[src/rtl/serial_adder.sv]
// serial_adder
//   Bit-serial adder: one full-adder slice plus a carry flop, processing
//   WIDTH-bit operands LSB-first, one bit per clock.
//
//   state | meaning
//   IDLE  | waiting for operands; in_ready high
//   RUN   | one sum bit produced per edge, WIDTH edges total
//   DONE  | result presented; held until out_ready
//
// Ports
//   clk        system clock, rising edge
//   rst_n      asynchronous active-low reset
//   in_valid   operands a, b, cin valid
//   in_ready   block can accept operands (IDLE only)
//   a, b       WIDTH-bit operands
//   cin        carry into bit 0
//   out_valid  sum/cout valid (DONE)
//   out_ready  downstream accepts the result
//   sum        a + b + cin modulo 2^WIDTH
//   cout       carry out of bit WIDTH-1
//   busy       high while in RUN
module serial_adder #(
    parameter int WIDTH = 8
) (
    input  logic             clk,
    input  logic             rst_n,
    input  logic             in_valid,
    output logic             in_ready,
    input  logic [WIDTH-1:0] a,
    input  logic [WIDTH-1:0] b,
    input  logic             cin,
    output logic             out_valid,
    input  logic             out_ready,
    output logic [WIDTH-1:0] sum,
    output logic             cout,
    output logic             busy
);

    localparam int CW = (WIDTH > 2) ? $clog2(WIDTH) : 1;
    localparam logic [CW-1:0] LAST = CW'(WIDTH - 1);

    typedef enum logic [1:0] {
        IDLE = 2'd0,
        RUN  = 2'd1,
        DONE = 2'd2
    } state_t;

    state_t state_q, state_d;

    logic [WIDTH-1:0] sa, sb, ss;
    logic             carry;
    logic [CW-1:0]    cnt;
    logic [WIDTH-1:0] sum_q;
    logic             cout_q;

    logic s_bit, c_bit;

    assign s_bit = sa[0] ^ sb[0] ^ carry;
    assign c_bit = (sa[0] & sb[0]) | (carry & (sa[0] ^ sb[0]));

    always_ff @(posedge clk or negedge rst_n) begin
        if (!rst_n) begin
            state_q <= IDLE;
        end else begin
            state_q <= state_d;
        end
    end

    always_comb begin
        state_d   = state_q;
        in_ready  = 1'b0;
        out_valid = 1'b0;
        busy      = 1'b0;
        case (state_q)
            IDLE: begin
                in_ready = 1'b1;
                if (in_valid) state_d = RUN;
            end
            RUN: begin
                busy = 1'b1;
                if (cnt == LAST) state_d = DONE;
            end
            DONE: begin
                out_valid = 1'b1;
                if (out_ready) state_d = IDLE;
            end
            default: state_d = IDLE;
        endcase
    end

    // The result is copied into dedicated output registers on the final RUN
    // edge, so sum/cout stay at the last result while ss is cleared and
    // refilled by the next operation.
    always_ff @(posedge clk or negedge rst_n) begin
        if (!rst_n) begin
            sa     <= '0;
            sb     <= '0;
            ss     <= '0;
            carry  <= 1'b0;
            cnt    <= '0;
            sum_q  <= '0;
            cout_q <= 1'b0;
        end else begin
            case (state_q)
                IDLE: begin
                    if (in_valid) begin
                        sa    <= a;
                        sb    <= b;
                        carry <= cin;
                        ss    <= '0;
                        cnt   <= '0;
                    end
                end
                RUN: begin
                    sa    <= sa >> 1;
                    sb    <= sb >> 1;
                    ss    <= {s_bit, ss[WIDTH-1:1]};
                    carry <= c_bit;
                    if (cnt == LAST) begin
                        sum_q  <= {s_bit, ss[WIDTH-1:1]};
                        cout_q <= c_bit;
                    end else begin
                        cnt <= cnt + CW'(1);
                    end
                end
                default: ;
            endcase
        end
    end

    assign sum  = sum_q;
    assign cout = cout_q;

endmodule

[config.mk]
export PLATFORM = sky130hd
export DESIGN_NAME = serial_adder
export DESIGN_NICKNAME = d
export VERILOG_FILES = /design/src/rtl/serial_adder.sv
export SDC_FILE = /design/constraint.sdc
export NUM_CORES = 1
export LEC_CHECK = 0
export ABC_CLOCK_PERIOD_IN_PS = 2700
export CORE_MARGIN = 2
export CORE_UTILIZATION = 56
export CTS_CLUSTER_SIZE = 20
export DETAILED_ROUTE_END_ITERATION = 10
export PLACE_DENSITY = 0.93
export SLEW_MARGIN = 10
export SYNTH_ARGS = -nofsm -noshare
export SYNTH_HDL_FRONTEND = slang
export SYNTH_SLANG_ARGS = --single-unit
[constraint.sdc]
create_clock -name clk -period 2.7 [get_ports clk]
set_input_delay 0.27 -clock clk [delete_from_list [all_inputs] [get_ports clk]]
set_output_delay 0.27 -clock clk [all_outputs]
set_load 0.005 [all_outputs]
**After elaboration in Yosys (flattened, before gate mapping)**

Index checks and enable logic that the tools add are counted.

- $add $sub $neg: 1
- Equality and inequality tests: 7
- Multiplexer cells: 18
- Bitwise gates (word level): 5
- Reduce and logical (&&, ||, !) cells: 6

Operator list:

| cell | count |
|---|---|
| $pmux W8 S2 | 3 |
| $mux W8 | 3 |
| $ne A2 B2 Y1 const B | 4 |
| $mux W2 | 3 |
| $mux W3 | 2 |
| $pmux W2 S3 | 1 |
| $pmux W3 S2 | 1 |
| $reduce_and A3 Y1 | 2 |
| $mux W1 | 4 |
| $reduce_and A2 Y1 | 2 |
| $add A3 B1 Y3 const B | 1 |
| $eq A3 B3 Y1 const B | 1 |
| $and A1 B1 Y1 | 2 |
| $eq A2 B1 Y1 const B | 1 |
| $eq A2 B2 Y1 const B | 1 |
| $logic_not A2 Y1 | 1 |
| $pmux W1 S2 | 1 |
| $reduce_bool A2 Y1 | 1 |
| $xor A1 B1 Y1 | 2 |
| $or A1 B1 Y1 | 1 |

- Bits in registers: 39
- Output and inout bits: 12
- Word-level logic and storage cells: 45

**Depth between registers and ports, before layout**

- Depth in word-level cells: 4
- Depth in mapped cells: 5
- Mapped depth without buffers: 4

**Least setup slack after synthesis**

No wires, ideal clock.

- Kind: reg2reg
- Start: register cnt[0]
- End: register cout_q, in the netlist cout
- Data arrival time: 1363 ps
- Setup slack: 1211 ps
- Stages on the path, launching flop included: 6
- Period minus slack after synthesis: 1489 ps
- Cell sequence: dfrtp_1 ha_1 ha_1 nand3b_1 buf_6 mux2_4

- Longest elaborated chain between the ends: 2

RTL lines:

| element | RTL line | text |
|---|---|---|
| start: declaration | 52 | `logic [CW-1:0] cnt;` |
| start signal: assignment | 123 | `cnt <= cnt + CW'(1);` |
| $eq A3 B3 Y1 | 119 | `if (cnt == LAST) begin` |
| $reduce_and A2 Y1 (no line) | -- |  |
| end signal: assignment | 121 | `cout_q <= c_bit;` |
| end: declaration | 54 | `logic cout_q;` |

No other way between the ends.
A chain may end at the register's enable or synchronous reset.

**Worst setup path after layout**

- Start: register state_q[0]
- End: output port busy

- Longest elaborated chain between the ends: 2

RTL lines:

| element | RTL line | text |
|---|---|---|
| start: declaration | 48 | `state_t state_q, state_d;` |
| start signal: assignment | 65 | `state_q <= state_d;` |
| $eq A2 B1 Y1 | 74 | `case (state_q)` |
| $mux W1 | 74 |  |
| end: declaration | 36 | `output logic busy` |

No other way between the ends.

==> results.txt <==
The share of layout cells above drive strength 1 came out at between 10% and 20%. The number of fill cells is 243. The largest single stage delay on the critical path is 820 ps. The count of buffer and inverter cells on the critical path came out at 1. The min-delay analysis places its worst path in the category primary input to asynchronous set/reset pin. The count of inserted antenna diode cells is 0. Traced cell by cell, the critical path runs through nor2b_1 > clkdlybuf4s50_1. In this run the tool buffered the top-level ports with 32 buffer cells. Entering global routing, the biggest net connects 39 pins.

The share of flip-flops with an asynchronous set or reset came out at 100%. The register area share after synthesis is between 40% and 50%. For this run, the leading register cell type out of synthesis is sky130_fd_sc_hd__dfrtp_1. Gates resized during post-CTS repair numbered 0. The post-placement cell count came out at 223. The synthesis-to-finish area growth is 20.4%. The synthesized net count came out at roughly 180. The kind of cell adding the most delay to the critical path is flip-flops. By count the netlist is led by sky130_fd_sc_hd__dfrtp_1, sky130_fd_sc_hd__inv_1, sky130_fd_sc_hd__nor4b_1. The count of flip-flops with a built-in enable after synthesis came out at 0. The flow ran to the end, and the final reports show no timing, DRC or antenna violations. Dividing the detail-routed wire length by the instance count gives approximately 16 µm. Detailed placement finished with a half-perimeter wire length of 2520 µm. Synthesis instantiated 30 different standard cells from the library. The library cell occupying the most area in the post-synthesis netlist is sky130_fd_sc_hd__dfrtp_1.

The synthesized netlist cell count came out at 152. The floorplan row count came out at 21. The latest clock arrival within the worst-skew pair came out at 340 ps.

Excluding fillers, the count of instances in the completed layout stands at approximately 230. The total wire length after detailed routing is 3610 µm. The wire length of the first global-routing pass is a little under 6000 µm. In the post-synthesis netlist, the biggest area contributors are sky130_fd_sc_hd__dfrtp_1, sky130_fd_sc_hd__mux2_4, sky130_fd_sc_hd__a211oi_2, sky130_fd_sc_hd__nor4b_1, sky130_fd_sc_hd__nor3b_1.

The remaining max-slew budget at the tightest pin is 49.9%. In this run, post-CTS hold repair placed 0 buffers. The first TritonRoute pass finished after 4 iterations.

The total area of sequential cells came out at 951 µm². The I/O pin count came out at 33. The critical path required time came out at 2430 ps.

The cell with the largest stage delay on the worst path is sky130_fd_sc_hd__dfrtp_1. The count of nets left with antenna violations after detail routing is 0. The H-tree depth reported by CTS is 2. The initial antenna violation count came out at 0. The number of hold violations in the final report came to 0. For this run, the total global-route usage over all layers was measured as 19.3%.

The clock transition at the registers of the reported paths is 110 ps. The via count normalized by instance count came out at 5.78. The worst setup path is launched from a flip-flop.

The routability-driven placement congestion ratio is 0.765. The post-CTS setup buffer count is 0. In this run the cell area of the synthesized design comes to 1920 µm². The area share of the largest cell type after synthesis came out at between 40% and 50%. The initial core utilization came out at just under 60%. The tool flagged a number of max-cap violations equal to 0.

STA classifies the critical path endpoint as an output port. The post-detailed-route DRC marker count came out at 0. The timing-limited maximum frequency came out at 439 MHz. For this block, the initial DRC count from the detailed router was 57. Clock skew on the completed layout was measured at 12.9 ps. The die area came out at slightly below 4000 µm². Setup repair after global routing left no endpoint under its margin. The most common cell in the synthesized netlist is sky130_fd_sc_hd__dfrtp_1.

The sum of overflow across all layers after global routing is 0. At the pin with the least slew margin, the transition time is 752 ps. The tree is rooted in a sky130_fd_sc_hd__clkbuf_4. The flip-flop and latch count after synthesis came out at 38.

The slack of the critical path came out at 423 ps. For this design the ratio of total power to cell area is 1020 nW/µm². The maximum root-to-sink buffer count is 2.

The number of global-route vias before repair came out at between 1000 and 1500. The post-route setup TNS is 0 ps. The worst endpoint data arrival time is 2010 ps. The worst setup timing slack at the placement stage came out at 689 ps.

The total clock buffers created by CTS is 5. The multi-input combinational cells in the finished layout cover a total of 806 µm². The final cycle utilization of the critical path is between 80% and 90%.

The yosys synthesis warning count came out at 0. The maximum fanout count along the critical path came out at 25. The die boundary height is 62.5 µm.

The CTS tree is done. The utilization after layout came out at 69.7%. The critical setup path kind is flip-flop to output port. The static leakage power came out at 0.00105 µW. The final layout contains 208 nets. The time the worst path needs with I/O delays and setup is 2280 ps. The die is 62.5 µm wide.

The post-synthesis average cell area came out at 12.6 µm². The total core area is 3310 µm². The number of pins with negative max-slew slack in the final report is 0.

The maximum VDD drop is 0.453 mV. The detailed router placed roughly 1300 vias in this run. The clock sink total is 38. The total setup violations reported at the end of the flow came out at 0.
[power by group]
part	internal [µW]	total, µW	switching (µW)
clock network	126	301	175
registers	816	1030	218
logic	591	1010	422
[logic make-up after synthesis]
kind of cell | Yosys count | share of synthesized area (%)
AOI/OAI and AO/OA | 30 | 15.9
DFF | 38 | 49.6
and+or+nand+nor | 41 | 16.7
buffers and inverters | 31 | 8.35
muxes | 9 | 7.05
adders and majority gates | 3 | 2.35
[sequential cells by signal, indices dropped and copies added, names as in the netlist]
register and flops:
sb 8, carry 1, ss 7, cout 1, sa 8, sum 8, cnt 3, state_q 2
[per-stage QoR]
step / power, µW / area, µm² / hold WS, ps
6_report: 2350 / 2310 / 351
4_1_cts: 2370 / 2310 / 356
3_3_place_gp: 1980 / 2250 / 489
2_1_floorplan: 1730 / 1920 / -25.6
5_1_grt: 2510 / 2310 / 383
3_5_place_dp: 2060 / 2250 / 499
[cell usage in the layout, fill, tap and decap left out, types with 2 or more instances in the layout]
cell,instances
sky130_fd_sc_hd__a211o_1,3
sky130_fd_sc_hd__a211oi_1,2
sky130_fd_sc_hd__a211oi_2,10
sky130_fd_sc_hd__a222oi_1,3
sky130_fd_sc_hd__a22o_1,7
sky130_fd_sc_hd__and3_1,3
sky130_fd_sc_hd__and4bb_2,2
sky130_fd_sc_hd__buf_4,6
sky130_fd_sc_hd__clkbuf_4,5
sky130_fd_sc_hd__clkdlybuf4s50_1,32
sky130_fd_sc_hd__dfrtp_1,38
sky130_fd_sc_hd__ha_1,2
sky130_fd_sc_hd__inv_1,18
sky130_fd_sc_hd__mux2_4,9
sky130_fd_sc_hd__nand2b_1,3
sky130_fd_sc_hd__nor2b_1,4
sky130_fd_sc_hd__nor3b_1,12
sky130_fd_sc_hd__nor4b_1,13
[per-layer routing]
layer | GRT usage [%] | vias up | part of all wire (%)
met5 | 0 | - | 0
met4 | 8.89 | 0 | 2.0
met1 | 24.4 | 679 | 44
met2 | 32.3 | 30 | 51
met3 | 3.60 | 9 | 3.5
li1 | - | 618 | -
[cell type report]
class	count	area share, %
flip-flops and latches	38	41.2
clock buffers	7	2.39
clock inverters	1	0.217
multi-input cells	83	34.9
well taps	46	2.49
inverters	18	2.93
repair buffers	38	15.8
[final timing paths]
check | startpoint | to | slack [ps] | depth (start not counted)
worst max register to register | state_q[0]$_DFFE_PN0P_ | cout$_DFFE_PN0P_ | 640 | 2
worst min register to register | sum[0]$_DFFE_PN0P_ | sum[0]$_DFFE_PN0P_ | 520 | 1
worst max-delay path | state_q[0]$_DFFE_PN0P_ | busy | 420 | 2
max in group asynchronous | rst_n | sb[1]$_DFFE_PN0P_ | 2020 | 2
worst min-delay path | rst_n | sa[4]$_DFFE_PN0P_ | 350 | 2
min in group clk | sum[0]$_DFFE_PN0P_ | sum[0]$_DFFE_PN0P_ | 520 | 1
No activity file was read; power rests on OpenSTA's default activity.
